$ cat config.mk
export PLATFORM = sky130hd
export DESIGN_NAME = alu_exec_stage
export DESIGN_NICKNAME = d
export VERILOG_FILES = /design/src/rtl/alu_pkg.sv /design/src/rtl/alu_exec_stage_alu_core.sv /design/src/rtl/alu_exec_stage.sv
export SDC_FILE = /design/constraint.sdc
export NUM_CORES = 1
export LEC_CHECK = 0
export BUFFER_PORTS_ARGS = -buffer_cell sky130_fd_sc_hd__buf_2
export CORE_MARGIN = 5
export CORE_UTILIZATION = 45
export DETAILED_ROUTE_END_ITERATION = 10
export PLACE_DENSITY_LB_ADDON = 0.12
export SKIP_LAST_GASP = 1
export SYNTH_ARGS = -nofsm -noshare
export SYNTH_HDL_FRONTEND = slang
export SYNTH_SLANG_ARGS = --single-unit
$ cat constraint.sdc
create_clock -name clk -period 2.1 [get_ports clk]
set_input_delay 0.21 -clock clk [delete_from_list [all_inputs] [get_ports clk]]
set_output_delay 0.21 -clock clk [all_outputs]
set_load 0.05 [all_outputs]
$ cat src/rtl/alu_pkg.sv
// Shared ALU definitions: operation codes and the EX/MEM boundary bundle.
package alu_pkg;

  localparam logic [3:0] ALU_AND = 4'b0000;
  localparam logic [3:0] ALU_OR  = 4'b0001;
  localparam logic [3:0] ALU_ADD = 4'b0010;
  localparam logic [3:0] ALU_XOR = 4'b0011;
  localparam logic [3:0] ALU_SUB = 4'b0110;

  localparam int ALU_XLEN       = 32;
  localparam int ALU_REG_ADDR_W = 5;

  // The bundle widths follow the package defaults; the stage parameters default to them.
  typedef struct packed {
    logic [ALU_XLEN-1:0]       alu_result;
    logic                      zero;
    logic                      branch_taken;
    logic [ALU_XLEN-1:0]       branch_target;
    logic [ALU_XLEN-1:0]       store_data;
    logic [ALU_REG_ADDR_W-1:0] rd;
    logic                      reg_write;
    logic                      mem_read;
    logic                      mem_write;
  } ex_mem_t;

endpackage

$ cat src/rtl/alu_exec_stage_alu_core.sv
// Combinational ALU: wrapping add/sub plus bitwise and/or/xor; unknown codes add.
module alu_core
  import alu_pkg::*;
#(
  parameter int XLEN = ALU_XLEN
) (
  input  logic [XLEN-1:0] a,
  input  logic [XLEN-1:0] b,
  input  logic [3:0]      alu_op,
  output logic [XLEN-1:0] result,
  output logic            zero
);

  logic signed [XLEN-1:0] a_s;
  logic signed [XLEN-1:0] b_s;

  assign a_s = $signed(a);
  assign b_s = $signed(b);

  always_comb begin
    result = a + b;
    case (alu_op)
      ALU_SUB: result = $unsigned(a_s - b_s);
      ALU_AND: result = a & b;
      ALU_OR:  result = a | b;
      ALU_XOR: result = a ^ b;
      default: result = $unsigned(a_s + b_s);
    endcase
    zero = (result == '0);
  end

endmodule

$ cat src/rtl/alu_exec_stage.sv
// Execute stage: ALU compute on the input side, registered into a main + skid
// pair at the EX/MEM boundary with a valid/ready handshake.
module alu_exec_stage
  import alu_pkg::*;
#(
  parameter int XLEN       = ALU_XLEN,
  parameter int REG_ADDR_W = ALU_REG_ADDR_W
) (
  input  logic                  clk,
  input  logic                  rst_n,
  input  logic                  in_valid,
  output logic                  in_ready,
  input  logic [3:0]            alu_op,
  input  logic                  alu_src,
  input  logic [XLEN-1:0]       rs1_data,
  input  logic [XLEN-1:0]       rs2_data,
  input  logic [XLEN-1:0]       imm,
  input  logic [XLEN-1:0]       pc,
  input  logic                  branch,
  input  logic [REG_ADDR_W-1:0] rd,
  input  logic                  reg_write,
  input  logic                  mem_read,
  input  logic                  mem_write,
  input  logic                  flush,
  output logic                  out_valid,
  input  logic                  out_ready,
  output logic [XLEN-1:0]       alu_result,
  output logic                  zero,
  output logic                  branch_taken,
  output logic [XLEN-1:0]       branch_target,
  output logic [XLEN-1:0]       store_data,
  output logic [REG_ADDR_W-1:0] rd_out,
  output logic                  reg_write_out,
  output logic                  mem_read_out,
  output logic                  mem_write_out
);

  logic [XLEN-1:0] op_b_p0;
  logic [XLEN-1:0] res_p0;
  logic            zero_p0;
  ex_mem_t         in_p0;
  ex_mem_t         main_p1;
  ex_mem_t         skid_p1;
  logic            vld_p1;
  logic            skid_vld_p1;
  logic            accept;
  logic            drain;

  // p0: operand select and compute on the incoming instruction
  assign op_b_p0 = alu_src ? imm : rs2_data;

  alu_core #(.XLEN(XLEN)) u_alu_core (
    .a      (rs1_data),
    .b      (op_b_p0),
    .alu_op (alu_op),
    .result (res_p0),
    .zero   (zero_p0)
  );

  assign in_p0 = '{
    alu_result:    res_p0,
    zero:          zero_p0,
    branch_taken:  branch & zero_p0,
    branch_target: pc + imm,
    store_data:    rs2_data,
    rd:            rd,
    reg_write:     reg_write,
    mem_read:      mem_read,
    mem_write:     mem_write
  };

  // Ready depends only on skid occupancy, so out_ready never reaches in_ready.
  assign in_ready = !skid_vld_p1;
  assign accept   = in_valid & in_ready;
  assign drain    = vld_p1 & out_ready;

  // p1: main register drives the outputs; skid absorbs one beat of stall
  always_ff @(posedge clk or negedge rst_n) begin
    if (!rst_n) begin
      vld_p1      <= 1'b0;
      skid_vld_p1 <= 1'b0;
      main_p1     <= '0;
      skid_p1     <= '0;
    end else if (flush) begin
      vld_p1      <= 1'b0;
      skid_vld_p1 <= 1'b0;
    end else if (!vld_p1 || drain) begin
      if (skid_vld_p1) begin
        main_p1     <= skid_p1;
        vld_p1      <= 1'b1;
        skid_vld_p1 <= 1'b0;
      end else if (accept) begin
        main_p1 <= in_p0;
        vld_p1  <= 1'b1;
      end else begin
        vld_p1 <= 1'b0;
      end
    end else if (accept) begin
      skid_p1     <= in_p0;
      skid_vld_p1 <= 1'b1;
    end
  end

  assign out_valid     = vld_p1;
  assign alu_result    = main_p1.alu_result;
  assign zero          = main_p1.zero;
  assign branch_taken  = main_p1.branch_taken;
  assign branch_target = main_p1.branch_target;
  assign store_data    = main_p1.store_data;
  assign rd_out        = main_p1.rd;
  assign reg_write_out = main_p1.reg_write;
  assign mem_read_out  = main_p1.mem_read;
  assign mem_write_out = main_p1.mem_write;

  stall_stable: assert property (@(posedge clk) disable iff (!rst_n)
    (vld_p1 && !out_ready) |=> $stable(main_p1));

  ready_means_skid_free: assert property (@(posedge clk) disable iff (!rst_n)
    !in_ready |-> skid_vld_p1);

endmodule

== Word-level counts from Yosys, hierarchy flattened ==
Index checks and enable logic that the tools add are counted.
Storage, ports and cells
  input bits: 147
  flip-flop bits (word level): 214
  logic and storage cells: 55
  bits in latches: 0
  memories kept: 0
  bits in writable memories: 0
  output and inout bits: 108
  ROM bits: 0
Operators by class
  mux-type cells: 11
  shift operators: 0
  add/sub/neg operators: 3
  divide/modulo/power cells: 0
  bitwise gates (word level): 8
  reduce and logical (&&, ||, !) cells: 10
  multiply operators: 0
  equal/unequal tests: 3
  $lt $le $gt $ge: 0
Operators with widths (count)
  2-to-1 mux 106 bit: 2
  case mux 32 bit (4 select lines): 1
  adder 32 bit: 2
  AND 32 bit: 1
  zero test 32 bit: 1
  2-to-1 mux 32 bit: 1
  bitwise OR 32 bit: 1
  subtractor 32 bit: 1
  bitwise XOR 32 bit: 1
  2-to-1 mux 1 bit: 7
  AND reduction 3 bit: 2
  == test 4 x 1 -> 1 bit, second input constant: 1
  == test 4 x 2 -> 1 bit, second input constant: 1
  == test 4 x 3 -> 1 bit, second input constant: 1
  zero test 4 bit: 1
  nonzero test 2 bit: 2
  AND 1 bit: 3
  nonzero test 3 bit: 1
  zero test 1 bit: 2
  inverter 1 bit: 2
  logical OR 1 bit: 1

== Logic depth before layout (Yosys ltp) ==
Gate-level depths: netlist of the first run.
  depth after elaboration: 7
  mapped depth: 22
  mapped depth without buffers: 20

== Cells and area by module ==
A second synthesis of the first run with hierarchy kept.
Second synthesis, totals
  cells, all modules: 1689
  area total of the unflattened synthesis: 15368.5 um^2
Modules (own cells, without submodules)
  alu_exec_stage: times used 1, cells an instance 992, seq. area each 5355.1 um^2, area each 10722.8 um^2
  alu_core: times used 1, cells an instance 697, seq. area each 0.0 um^2, area each 4645.7 um^2

== Worst setup path before layout of the first run ==
Ideal clock, no wire load.
  kind: input to register
  from: input port alu_src
  to: register skid_p1[72] (netlist name)
  setup time: 0.092 ns
  data arrival time: 4.542 ns
  cell stages on the path: 20
  required time: 2.008 ns
  path buffers: 2
  path slack: -2.534 ns
  cells stage by stage: buf_2 buf_4 mux2i_1 ha_1 nand3_1 or2_2 nor3_1 a21oi_1 xnor2_1 ha_1 and4_1 nor3b_1 a221oi_1 o31ai_1 o21a_1 or3_1 a32oi_1 and4bb_1 nand4_2 o31ai_2
On the way
  cells in the longest elaborated chain, start to end: 5
  elaborated cells on any way between the ends: 9
  those cells by class: add/sub (2); mux (2); bitwise (4); reduce/logical (1)
Ends and longest elaborated chain
  from (decl): line alu_exec_stage.sv:14  | input logic alu_src,
  2-to-1 mux 32 bit (*): line alu_exec_stage.sv:50  | assign op_b_p0 = alu_src ? imm : rs2_data;
  adder 32 bit (tied with other cells): line alu_exec_stage_alu_core.sv:27  | default: result = $unsigned(a_s + b_s);
  case mux 32 bit (4 select lines) (*): line alu_exec_stage_alu_core.sv:22  | case (alu_op)
  zero test 32 bit (*): line alu_exec_stage_alu_core.sv:29  | zero = (result == '0);
  AND 1 bit (*): line alu_exec_stage.sv:63  | branch_taken: branch & zero_p0,
  to (signal assigned): line alu_exec_stage.sv:99  | skid_p1 <= in_p0;
  to (decl): line alu_exec_stage.sv:43  | ex_mem_t skid_p1;
Mark *: on every way between the ends. The rest lies on a longest branch, timed or not.
A chain may end at the register's enable or synchronous reset.

== Worst setup path after layout of the first run ==
  from: input port alu_src
  to: register main_p1 (netlist bit zero)
On the way
  cells in the longest elaborated chain, start to end: 6
  elaborated cells on any way between the ends: 10
  those cells by class: add/sub (2); mux (4); bitwise (3); reduce/logical (1)
Ends and longest elaborated chain
  2-to-1 mux 32 bit (*): line alu_exec_stage.sv:50
  adder 32 bit (tied with other cells): line alu_exec_stage_alu_core.sv:27
  case mux 32 bit (4 select lines) (*): line alu_exec_stage_alu_core.sv:22
  zero test 32 bit (*): line alu_exec_stage_alu_core.sv:29
  2-to-1 mux 106 bit (*): line alu_exec_stage.sv:92  | end else if (accept) begin
  2-to-1 mux 106 bit (*): line alu_exec_stage.sv:88  | if (skid_vld_p1) begin
  to (signal assigned): line alu_exec_stage.sv:89  | main_p1 <= skid_p1;
  to (signal assigned): line alu_exec_stage.sv:93  | main_p1 <= in_p0;
  to (decl): line alu_exec_stage.sv:42  | ex_mem_t main_p1;
Mark *: on every way between the ends. The rest lies on a longest branch, timed or not. The select of a mux whose other input is x is not followed.

==> impl_summary.log, run 1 <==
[metrics] result of the run: finished with violations
[metrics] violated checks: setup timing
[metrics] detailed-route vias per instance: 5.39
[metrics] FF-to-FF End: branch_target[23]
[metrics] NetSw: 0.00739 W
[metrics] clock insertion delay at the later pin of the skew report: 0.56 ns
[metrics] Max rail drop VDD: 0.662 mV
[metrics] type of the most critical hold path: primary input to flip-flop
[metrics] number of buffers added by the clock tree synthesis step: 25
[metrics] global route overflow: 0
[metrics] Yosys top cell area share: 0.349
[metrics] max-cap violation count: 0
[metrics] number of buffers added on ports: 254
[metrics] capture endpoint of the worst hold path: skid_p1[33]
[metrics] unrepaired setup endpoints after global routing: yes
[metrics] Post-Synthesis Cell Area: 15400 um^2
[metrics] die width: 195 um
[metrics] LEAKAGE: 11.6 nW
[metrics] Initial DRC Count: 672
[metrics] Clock Skew: 0.0134 ns
[metrics] reg2reg start: skid_vld_p1
[metrics] required time of the critical path: 2.56 ns
[metrics] warning count from the yosys run: 0
[metrics] Post-layout nets: 2731
[metrics] net switching fraction of the power: 0.393
[metrics] post-synthesis async set-or-reset flop share: 1.00
[metrics] crit path kind: primary input to flip-flop
[metrics] arrival time of data at the critical path endpoint: 4.46 ns
[metrics] fin crit period: 4.00 ns
[metrics] Area growth, synth to finish: 55.8%
[metrics] sequential share of the synthesized area: 0.349
[metrics] vias in the first global route: 16.2k
[metrics] number of iterations in the first detailed-routing pass: 5
[metrics] routability cong.: 0.919
[metrics] post-layout total power: 0.0188 W
[metrics] TritonCTS clock tree: yes
[metrics] part of the total power dissipated in combinational logic: 0.454
[metrics] Reg2Reg Depth: 6
[metrics] cell area power density: 786 nW/um^2
[metrics] total nets after synthesis: 2022
[metrics] Core ar.: 33600 um^2
[metrics] count of distinct cell types in the synthesized netlist: 88
[metrics] routed via count: 15.8k
[metrics] Die ar.: 37900 um^2
[metrics] number of flops mapped to enable cells by yosys: 0
[metrics] clock share of power: 0.241
[metrics] most common library cells after synthesis: sky130_fd_sc_hd__nand2_1, sky130_fd_sc_hd__dfrtp_1, sky130_fd_sc_hd__o21ai_0, sky130_fd_sc_hd__a21oi_1, sky130_fd_sc_hd__ha_1
[metrics] global-route wire length before repair: 85.8 mm
[metrics] crit path max fanout: 6
[metrics] maximum level of the CTS H-tree: 1
[metrics] Cell Int Power: 0.0114 W
[metrics] clock tree root driver cell: sky130_fd_sc_hd__clkbuf_16
[metrics] cell taking the most area after synthesis: sky130_fd_sc_hd__dfrtp_1
[metrics] total DRC errors in the routed layout: 0
[metrics] clk slew on worst S/H paths: 0.06 ns
[metrics] slew at the pin closest to its max-slew limit: 0.684 ns
[metrics] Top FF cell, synth: sky130_fd_sc_hd__dfrtp_1
[metrics] Hold Path Depth: 3
[metrics] Routed wire per std cell: 18.8 um
[metrics] Worst setup EP type: flip-flop
[metrics] Reg power frac: 0.305
[metrics] average size of a mapped cell: 8.80 um^2
[metrics] number of hold violations in the final report: 0
[metrics] pin count of the biggest net entering global routing: 82
[metrics] leading cell types by total area after synthesis: sky130_fd_sc_hd__dfrtp_1, sky130_fd_sc_hd__ha_1, sky130_fd_sc_hd__mux2i_1
[metrics] final worst-path setup slack: -1.90 ns
[metrics] number of endpoints failing setup at the final stage: 83
[metrics] Post-Synthesis Cells: 1746
[metrics] hold path startpoint: rs2_data[25]
[metrics] maximum clock path buffer count: 3
[metrics] die boundary height: 195 um
[metrics] post-layout utilization of the core: 0.712
[metrics] flop and latch count out of synthesis: 214
[metrics] CTS sink count: 214
[metrics] Detail Route Antenna Nets: 0
[metrics] Detailed Place HPWL: 40.9 mm
[metrics] GR Util All Layers: 0.276
[metrics] relative slew slack: 0.544
[metrics] # IOs: 255
[metrics] antenna violations before repair: 4
[metrics] final critical-path share of the clock period: 1.91
[metrics] cell with the most instances after synthesis: sky130_fd_sc_hd__nand2_1
[metrics] number of pins exceeding their max-slew limit in the final report: 0
[metrics] site row count: 67
[metrics] sort of element at the start of the critical path: primary input
[metrics] total wirelength of the detailed-routed design: 54.9 mm
[metrics] share of cells above drive strength 1: 0.449
[metrics] timing-limited maximum frequency: 0.250 GHz
[metrics] Initial Util: 0.457
[metrics] R2R setup slack: 0.16 ns
power groups by stage:
stage               sequential (W)  combinational (W)  clock (W)
finish                     0.00574            0.00855    0.00453
global route               0.00587            0.00918    0.00479
CTS                        0.00572            0.00809    0.00460
detailed placement         0.00579            0.00752          0
global placement           0.00572            0.00740          0
floorplan                  0.00726            0.00311          0
metrics by stage:
step | cells | hold slack [ns] | TNS [ns] | setup WS [ns] | area (um^2)
after floorplan | 1746 | -0.0856 | -75.57 | -2.02 | 16100
after global placement | 2785 | 0.137 | -131.99 | -2.42 | 20900
after detailed placement | 2785 | 0.139 | -138.76 | -2.57 | 20900
after CTS | 2899 | 0.00340 | -65.22 | -1.80 | 23100
after global routing | 2922 | 0.0205 | -84.08 | -2.07 | 23900
final | 2925 | 0.0246 | -72.74 | -1.90 | 23900
routing by layer:
| layer | wire length (um) | GRT usage | share of wire |
|---|---|---|---|
| met1 | 23100 | 0.346 | 0.42 |
| met2 | 27100 | 0.484 | 0.49 |
| met3 | 2670 | 0.0483 | 0.049 |
| met4 | 1950 | 0.0915 | 0.035 |
| met5 | 57 | 0 | 0.0010 |
registers in the layout, summed over array words and instances (netlist names), 5 cells and up:
name / count
alu_result: 32
branch_target: 32
rd_out: 5
skid_p1: 106
store_data: 32
cells by family after synthesis:
group,Yosys count,synth area share
XOR/XNOR,66,0.0386
adder cells (fa/ha/maj),129,0.106
AO/OA/AOI/OAI,489,0.196
multiplexers,167,0.114
flip-flops,214,0.349
AND/OR/NAND/NOR,477,0.145
buffers and inverters,204,0.0517
critical path, cell delays in order:
cell                       delay, ns
sky130_fd_sc_hd__buf_12         0.10
sky130_fd_sc_hd__buf_12         0.14
sky130_fd_sc_hd__buf_8          0.12
sky130_fd_sc_hd__mux2i_4        0.26
sky130_fd_sc_hd__ha_4           0.19
sky130_fd_sc_hd__nand3_4        0.06
sky130_fd_sc_hd__or2_4          0.29
sky130_fd_sc_hd__nor3_4         0.29
sky130_fd_sc_hd__buf_4          0.17
sky130_fd_sc_hd__a21oi_2        0.05
sky130_fd_sc_hd__xnor2_1        0.13
sky130_fd_sc_hd__ha_1           0.29
sky130_fd_sc_hd__and4_4         0.16
sky130_fd_sc_hd__nor3b_2        0.15
sky130_fd_sc_hd__a221oi_2       0.32
sky130_fd_sc_hd__o31ai_2        0.14
sky130_fd_sc_hd__o21a_1         0.21
sky130_fd_sc_hd__or3_4          0.33
sky130_fd_sc_hd__a32oi_2        0.22
sky130_fd_sc_hd__and4bb_1       0.26
sky130_fd_sc_hd__nand4_4        0.14
sky130_fd_sc_hd__o31ai_2        0.21
worst max-delay path by stage:
stage / slack, ns / startpoint / cells after the start / to
after floorplan: -2.02 / alu_src / 22 / skid_p1[72]
after global placement: -2.42 / alu_src / 23 / skid_p1[72]
after detailed placement: -2.57 / alu_src / 22 / zero
after CTS: -1.80 / alu_src / 22 / zero
after global routing: -2.07 / alu_src / 22 / zero
final: -1.90 / alu_src / 22 / zero
cell usage in the layout, fill, tap and decap left out, types with 26 or more instances in the layout:
| cell type | instances |
|---|---|
| sky130_fd_sc_hd__buf_4 | 421 |
| sky130_fd_sc_hd__buf_2 | 239 |
| sky130_fd_sc_hd__dfrtp_1 | 213 |
| sky130_fd_sc_hd__mux2i_1 | 93 |
| sky130_fd_sc_hd__nand2_1 | 220 |
| sky130_fd_sc_hd__buf_6 | 67 |
| sky130_fd_sc_hd__o21ai_1 | 54 |
| sky130_fd_sc_hd__inv_1 | 103 |
| sky130_fd_sc_hd__xnor2_1 | 41 |
| sky130_fd_sc_hd__o21ai_0 | 109 |
| sky130_fd_sc_hd__nor2_1 | 71 |
| sky130_fd_sc_hd__dlygate4sd3_1 | 26 |
| sky130_fd_sc_hd__a21oi_1 | 92 |
| sky130_fd_sc_hd__ha_1 | 106 |
| sky130_fd_sc_hd__a21oi_2 | 32 |
| sky130_fd_sc_hd__mux2_2 | 59 |
layout make-up:
cell class,instances,area [um^2]
multi-input combinational,1328,10900
clock buffer,34,709
inverter,111,417
sequential,214,5360
fill,2615,9680
timing repair buffer,775,5810
clock inverter,12,141
tap,448,561
antenna,3,7.51
timing repair:
| item | CTS | global route |
|---|---|---|
| pin swaps | 106 | 141 |
| gates resized for setup | 170 | 148 |
| endpoints found under the hold margin | 222 | 0 |
| gates cloned | 2 | 0 |
| hold buffers | 26 | 0 |
| buffers inserted | 51 | 31 |
| setup endpoints to repair | 87 | 98 |
(Power assumes the default switching activity.)
==> inputs of run 2 (changes only) <==
--- a/config.mk
+++ b/config.mk
@@ -5,6 +5,7 @@
 export SDC_FILE = /design/constraint.sdc
 export NUM_CORES = 1
 export LEC_CHECK = 0
+export ABC_AREA = 1
 export BUFFER_PORTS_ARGS = -buffer_cell sky130_fd_sc_hd__buf_2
 export CORE_MARGIN = 5
 export CORE_UTILIZATION = 45
==> run 2 against run 1 <==
  * The run still ends with setup timing left
  * Area after synthesis up 5.3%
  * Cell count up 21%
  * Register-to-register slack better by 0.10 ns
  * Count of clock-buffer cells in the layout up 2
  * Sequential cell count unchanged
  * Clock power down 2%
==> impl_summary.log, run 2 <==
[metrics] GR Util All Layers: 0.315
[metrics] warning count from the yosys run: 0
[metrics] Sum Neg Setup Slack: -65.82 ns
[metrics] violated checks: setup timing
[metrics] type of the most critical hold path: primary input to flip-flop
[metrics] max FFs per register: 106
[metrics] result of the run: finished with violations
[metrics] most common library cells after synthesis: sky130_fd_sc_hd__nand2_1, sky130_fd_sc_hd__inv_1, sky130_fd_sc_hd__o21ai_0, sky130_fd_sc_hd__dfrtp_1, sky130_fd_sc_hd__nor2_1
[metrics] Worst setup EP type: flip-flop
[metrics] Die ar.: 39800 um^2
[metrics] Initial Util: 0.455
[metrics] Top reg by flops: skid_p1
[metrics] total DRC errors in the routed layout: 0
[metrics] number of buffers added by the clock tree synthesis step: 26
[metrics] maximum clock path buffer count: 3
[metrics] post-layout total power: 0.0194 W
[metrics] Detail Route Antenna Nets: 0
[metrics] number of endpoints failing setup at the final stage: 63
[metrics] slew at the pin closest to its max-slew limit: 0.878 ns
[metrics] site row count: 69
[metrics] crit path kind: primary input to flip-flop
[metrics] Area growth, synth to finish: 53.2%
[metrics] count of distinct cell types in the synthesized netlist: 50
[metrics] cell area power density: 783 nW/um^2
[metrics] Max rail drop VDD: 0.899 mV
[metrics] clock tree root driver cell: sky130_fd_sc_hd__clkbuf_16
[metrics] average size of a mapped cell: 6.88 um^2
[metrics] crit path max fanout: 7
[metrics] fin crit period: 3.78 ns
[metrics] cell with the most instances after synthesis: sky130_fd_sc_hd__nand2_1
[metrics] CTS sink count: 214
[metrics] Initial DRC Count: 1456
[metrics] area after detailed placement: 21200 um^2
[metrics] Routed wire per std cell: 18.7 um
[metrics] # IOs: 255
[metrics] Post-Synthesis Cells: 2352
[metrics] clock insertion delay at the later pin of the skew report: 0.54 ns
[metrics] LEAKAGE: 13.4 nW
[metrics] flop and latch count out of synthesis: 214
[metrics] Yosys top cell area share: 0.331
[metrics] post-synthesis async set-or-reset flop share: 1.00
[metrics] slowest CP cell: sky130_fd_sc_hd__ha_1
[metrics] sort of element at the start of the critical path: primary input
[metrics] Detailed Place HPWL: 49.9 mm
[metrics] relative slew slack: 0.408
[metrics] vias in the first global route: 18.0k
[metrics] die width: 200 um
[metrics] delay of the slowest critical-path stage: 0.32 ns
[metrics] routability cong.: 0.980
[metrics] required time of the critical path: 2.53 ns
[metrics] total nets after synthesis: 2628
[metrics] commonest cells after routing, fill and taps aside: sky130_fd_sc_hd__nand2_1, sky130_fd_sc_hd__buf_4, sky130_fd_sc_hd__inv_1
[metrics] detailed-route vias per instance: 5.26
[metrics] leading cell types by total area after synthesis: sky130_fd_sc_hd__dfrtp_1, sky130_fd_sc_hd__nand2_1, sky130_fd_sc_hd__ha_1
[metrics] arrival time of data at the critical path endpoint: 4.20 ns
[metrics] cell taking the most area after synthesis: sky130_fd_sc_hd__dfrtp_1
[metrics] Post-layout nets: 3325
[metrics] final critical-path share of the clock period: 1.80
[metrics] timing-limited maximum frequency: 0.265 GHz
[metrics] global route overflow: 0
[metrics] cell seen most often among critical-path stages: sky130_fd_sc_hd__nand2_2
[metrics] routed via count: 18.6k
[metrics] final worst-path setup slack: -1.68 ns
[metrics] antenna violations before repair: 1
[metrics] number of iterations in the first detailed-routing pass: 5
[metrics] Post-Route Hold Slack: 0.0177 ns
[metrics] number of pins exceeding their max-slew limit in the final report: 0
[metrics] sequential share of the synthesized area: 0.331
[metrics] maximum level of the CTS H-tree: 1
[metrics] post-layout utilization of the core: 0.697
[metrics] number of buffers added on ports: 254
[metrics] share of cells above drive strength 1: 0.397
[metrics] number of flops mapped to enable cells by yosys: 0
[metrics] Clock Skew: 0.00783 ns
[metrics] Post-Synthesis Cell Area: 16200 um^2
[metrics] TritonCTS clock tree: yes
[metrics] number of hold violations in the final report: 0
[metrics] Top FF cell, synth: sky130_fd_sc_hd__dfrtp_1
[metrics] leading cell type in the layout, fill and taps excluded: sky130_fd_sc_hd__nand2_1
[metrics] post-route design area: 24800 um^2
[metrics] clk slew on worst S/H paths: 0.06 ns
[metrics] global-route wire length before repair: 98.7 mm
[metrics] die boundary height: 200 um
[metrics] total wirelength of the detailed-routed design: 65.9 mm
[metrics] unrepaired setup endpoints after global routing: yes
[metrics] max-cap violation count: 0
[metrics] Core ar.: 35600 um^2
[metrics] pin count of the biggest net entering global routing: 139
run 2: cell families (layout without fill, tap and decap cells):
kind of cell             count (synthesis)  after routing  share of synthesized area
buffers and inverters                  406           1121                     0.0991
other                                    0              1                          0
XOR/XNOR                                59             59                     0.0319
AND/OR/NAND/NOR                       1054           1054                      0.269
flip-flops                             214            214                      0.331
adder cells (fa/ha/maj)                129            129                      0.101
AO/OA/AOI/OAI                          490            490                      0.168
run 2: stage by stage:
step / setup slack (ns) / std cells
detailed placement: -2.13 / 3393
global route: -1.85 / 3528
floorplan: -1.46 / 2352
CTS: -1.41 / 3513
finish: -1.68 / 3529
global placement: -2.08 / 3393
run 2: path summary, 6_finish.rpt:
check / start / end / slack, ns / cells past startpoint
setup / recovery: alu_src / branch_taken / -1.68 / 32
hold / removal: rs2_data[15] / skid_p1[23] / 0.02 / 3
setup reg to reg: out_valid / skid_p1[40] / 0.26 / 7
hold reg to reg: branch_target[9] / branch_target[9] / 0.47 / 2
max in group asynchronous: rst_n / branch_target[12] / 1.21 / 3
min in group asynchronous: rst_n / skid_p1[3] / 0.25 / 2
run 2: layout make-up:
class / instances / area (um^2)
Clock inverter: 10 / 91.3
Multi-Input combinational cell: 1732 / 11200
Sequential cell: 214 / 5360
Clock buffer: 36 / 749
Timing Repair Buffer: 760 / 5600
Inverter: 315 / 1200
Antenna cell: 1 / 2.50
Fill cell: 2963 / 10800
Tap cell: 461 / 577
run 2: repair_timing:
| item | CTS | global route |
|---|---|---|
| hold buffers | 13 | 0 |
| buffers inserted | 64 | 26 |
| gates resized for setup | 327 | 220 |
| endpoints found under the setup margin | 69 | 90 |
| gates cloned | 1 | 0 |
| endpoints found under the hold margin | 68 | 0 |
| pin swaps | 112 | 99 |
run 2: worst max-delay path, delay by kind of cell:
kind	cells	cell delay [ns]
compound gates	3	0.56
xor+xnor	2	0.38
fa+ha+maj	2	0.46
buf+inv	8	0.84
simple gates	17	1.73
run 2: layer usage:
layer / vias to the layer above / GRT usage / wire length (um)
met1: 8890 / 0.440 / 28900
met2: 644 / 0.515 / 30500
met3: 114 / 0.0366 / 4220
met5: - / 0 / 20
met4: 2 / 0.0971 / 2250
li1: 8918 / - / -
run 2: power breakdown:
group	switching, W	internal [W]	leakage [nW]
Clock	0.00183	0.00262	0.411
Combinational	0.00574	0.00346	10.3
Sequential	0.000558	0.00519	2.66
Total	0.00813	0.0113	13.4
==> inputs of run 3 (changes only) <==
--- a/config.mk
+++ b/config.mk
@@ -14,4 +14,5 @@
 export SKIP_LAST_GASP = 1
 export SYNTH_ARGS = -nofsm -noshare
 export SYNTH_HDL_FRONTEND = slang
+export SYNTH_HIERARCHICAL = 1
 export SYNTH_SLANG_ARGS = --single-unit
==> run 3 against run 2 <==
  * The flow still finishes with violations (setup timing)
  * Worst hold slack improved by 0.00074 ns
  * Area after synthesis up 5.5%
  * Final area up 1.9%
  * Synthesized cell count grew 13%
==> impl_summary.log, run 3 <==
[metrics] result of the run: finished with violations
[metrics] violated checks: setup timing
[metrics] Top FF cell, synth: sky130_fd_sc_hd__dfrtp_1
[metrics] setup slack at placement: -2.08 ns
[metrics] Initial Util: 0.454
[metrics] Post-Synthesis Cells: 2646
[metrics] clock insertion delay at the later pin of the skew report: 0.56 ns
[metrics] net switching fraction of the power: 0.423
[metrics] average size of a mapped cell: 6.45 um^2
[metrics] Sum Neg Setup Slack: -54.38 ns
[metrics] post-layout utilization of the core: 0.672
[metrics] relative slew slack: 0.539
[metrics] number of pins exceeding their max-slew limit in the final report: 0
[metrics] number of hold violations in the final report: 0
[metrics] # IOs: 255
[metrics] sequential share of the synthesized area: 0.314
[metrics] GR Util All Layers: 0.300
[metrics] clk slew on worst S/H paths: 0.06 ns
[metrics] total nets after synthesis: 2922
[metrics] crit path kind: primary input to flip-flop
[metrics] clock share of power: 0.223
[metrics] source of the critical timing path: alu_src
[metrics] Top reg by flops: skid_p1
[metrics] maximum clock path buffer count: 3
[metrics] delay of the slowest critical-path stage: 0.39 ns
[metrics] arrival time of data at the critical path endpoint: 3.97 ns
[metrics] Reg2Reg Depth: 5
[metrics] fin crit period: 3.53 ns
[metrics] unrepaired setup endpoints after global routing: yes
[metrics] Critical Path End: zero
[metrics] share of cells above drive strength 1: 0.360
[metrics] max-cap violation count: 0
[metrics] number of iterations in the first detailed-routing pass: 5
[metrics] Cell Int Power: 0.0113 W
[metrics] Post-layout nets: 3574
[metrics] LEAKAGE: 14.1 nW
[metrics] Core ar.: 37600 um^2
[metrics] detailed-route vias per instance: 5.01
[metrics] Routed wire per std cell: 17.2 um
[metrics] global-route wire length before repair: 99.1 mm
[metrics] commonest cells after routing, fill and taps aside: sky130_fd_sc_hd__nand2_1, sky130_fd_sc_hd__buf_4, sky130_fd_sc_hd__inv_1
[metrics] part of the total power dissipated in combinational logic: 0.482
[metrics] slew at the pin closest to its max-slew limit: 0.691 ns
[metrics] number of buffers added on ports: 254
[metrics] filler cell count in the final layout: 3340
[metrics] Post-Synthesis Cell Area: 17100 um^2
[metrics] Clock Skew: 0.0556 ns
[metrics] global route overflow: 0
[metrics] routed via count: 19.2k
[metrics] R2R setup slack: 0.35 ns
[metrics] leading cell type in the layout, fill and taps excluded: sky130_fd_sc_hd__nand2_1
[metrics] Initial DRC Count: 1305
[metrics] required time of the critical path: 2.54 ns
[metrics] crit path max fanout: 6
[metrics] slowest CP cell: sky130_fd_sc_hd__ha_1
[metrics] FF-to-FF End: branch_taken
[metrics] CTS sink count: 214
[metrics] antenna violations before repair: 5
[metrics] clock tree root driver cell: sky130_fd_sc_hd__clkbuf_16
[metrics] maximum level of the CTS H-tree: 1
[metrics] die boundary height: 205 um
[metrics] number of flops mapped to enable cells by yosys: 0
[metrics] NetSw: 0.00826 W
[metrics] Die ar.: 41900 um^2
[metrics] total DRC errors in the routed layout: 0
[metrics] max FFs per register: 106
[metrics] Reg power frac: 0.294
[metrics] number of buffers added by the clock tree synthesis step: 24
[metrics] routability cong.: 1.04
[metrics] total wirelength of the detailed-routed design: 65.8 mm
[metrics] TritonCTS clock tree: yes
[metrics] number of endpoints failing setup at the final stage: 64
[metrics] vias in the first global route: 18.2k
[metrics] warning count from the yosys run: 6
[metrics] Max rail drop VDD: 0.612 mV
[metrics] Worst setup EP type: flip-flop
[metrics] cell taking the most area after synthesis: sky130_fd_sc_hd__dfrtp_1
[metrics] flop and latch count out of synthesis: 214
[metrics] leading cell types by total area after synthesis: sky130_fd_sc_hd__dfrtp_1, sky130_fd_sc_hd__nand2_1, sky130_fd_sc_hd__inv_1
[metrics] cell with the most instances after synthesis: sky130_fd_sc_hd__nand2_1
[metrics] Yosys top cell area share: 0.314
[metrics] pin count of the biggest net entering global routing: 107
[metrics] type of the most critical hold path: primary input to flip-flop
[metrics] post-synthesis async set-or-reset flop share: 1.00
[metrics] sort of element at the start of the critical path: primary input
[metrics] cell area power density: 773 nW/um^2
[metrics] Area growth, synth to finish: 47.8%
[metrics] count of distinct cell types in the synthesized netlist: 46
[metrics] Detail Route Antenna Nets: 0
[metrics] final worst-path setup slack: -1.43 ns
[metrics] reg2reg start: skid_vld_p1
[metrics] most common library cells after synthesis: sky130_fd_sc_hd__nand2_1, sky130_fd_sc_hd__inv_1, sky130_fd_sc_hd__o21ai_0, sky130_fd_sc_hd__dfrtp_1, sky130_fd_sc_hd__nor2_1
[metrics] site row count: 71
[metrics] die width: 205 um
[metrics] final critical-path share of the clock period: 1.68
[metrics] Detailed Place HPWL: 52.6 mm
[metrics] timing-limited maximum frequency: 0.283 GHz
[run 3: cell types whose count changed in the layout (fill, tap and decap cells not counted), sizes merged, moves of 15 or more]
cell	before	now
o21ai	285	310
a21oi	114	62
o211ai	20	5
inv	318	434
nand2	774	941
nor2	154	188
buf	747	704
nand3	74	124
[run 3: per-layer routing]
metal  vias up  track usage  routed length (um)
li1       9594            -                   -
met3       105       0.0586                4540
met1      8881        0.419               29400
met4         4       0.0732                1860
met5         -            0                  32
met2       578        0.484               29900
[run 3: cell families after synthesis]
| kind of cell | Yosys count | synth area share |
|---|---|---|
| simple gates | 1312 | 0.312 |
| compound gates | 419 | 0.133 |
| xor+xnor | 46 | 0.0236 |
| fa+ha+maj | 129 | 0.0954 |
| buf+inv | 526 | 0.122 |
| flops | 214 | 0.314 |
[run 3: worst max-delay path, delay by kind of cell]
| kind | cells | cell delay [ns] |
|---|---|---|
| AO/OA/AOI/OAI | 7 | 0.65 |
| adder cells (fa/ha/maj) | 2 | 0.52 |
| XOR/XNOR | 1 | 0.16 |
| buffers and inverters | 8 | 0.97 |
| AND/OR/NAND/NOR | 11 | 1.43 |
[run 3: metrics by stage]
stage | cell area [um^2] | power, W | instances | hold WS (ns)
after floorplan | 17500 | 0.0107 | 2646 | -0.0856
after global placement | 22100 | 0.0137 | 3716 | 0.255
after detailed placement | 22100 | 0.0139 | 3716 | 0.255
after CTS | 23800 | 0.0187 | 3790 | 0.0115
after global routing | 25200 | 0.0206 | 3824 | 0.0381
final | 25200 | 0.0195 | 3827 | 0.0184
[run 3: cell type report]
type                       count  area, um^2  area share
inverter                     436        1670      0.0660
tap                          511         639      0.0253
clock buffer                  33         716      0.0283
multi-input combinational   1906       11600       0.461
timing repair buffer         716        5120       0.203
antenna                        3        7.51    0.000297
clock inverter                 8         100     0.00396
sequential                   214        5360       0.212
[run 3: worst min-delay path by stage]
| stage | from | to | slack (ns) | cells past startpoint |
|---|---|---|---|---|
| 6_report | rd[0] | skid_p1[3] | 0.02 | 3 |
| 3_3_place_gp | rst_n | reg_write_out | 0.25 | 1 |
| 5_1_grt | rd[0] | skid_p1[3] | 0.04 | 3 |
| 3_5_place_dp | rst_n | skid_p1[2] | 0.26 | 1 |
| 2_1_floorplan | rst_n | alu_result[0] | -0.09 | 0 |
| 4_1_cts | rd[0] | skid_p1[3] | 0.01 | 3 |
[run 3: repair_timing]
item	in CTS	in global routing
pin swaps	75	126
setup buffers	22	43
setup endpoints to repair	64	65
hold endpoints to repair	84	0
hold buffers	12	0
cloned	2	0
resized for setup	165	333
[run 3: power by group through the flow]
| stage | Sequential [W] | Clock, W | Combinational, W |
|---|---|---|---|
| finish | 0.00575 | 0.00436 | 0.00942 |
| detailed placement | 0.00579 | 0 | 0.00811 |
| floorplan | 0.00727 | 0 | 0.00338 |
| CTS | 0.00573 | 0.00441 | 0.00854 |
| global route | 0.00586 | 0.00458 | 0.0102 |
| global placement | 0.00574 | 0 | 0.00800 |
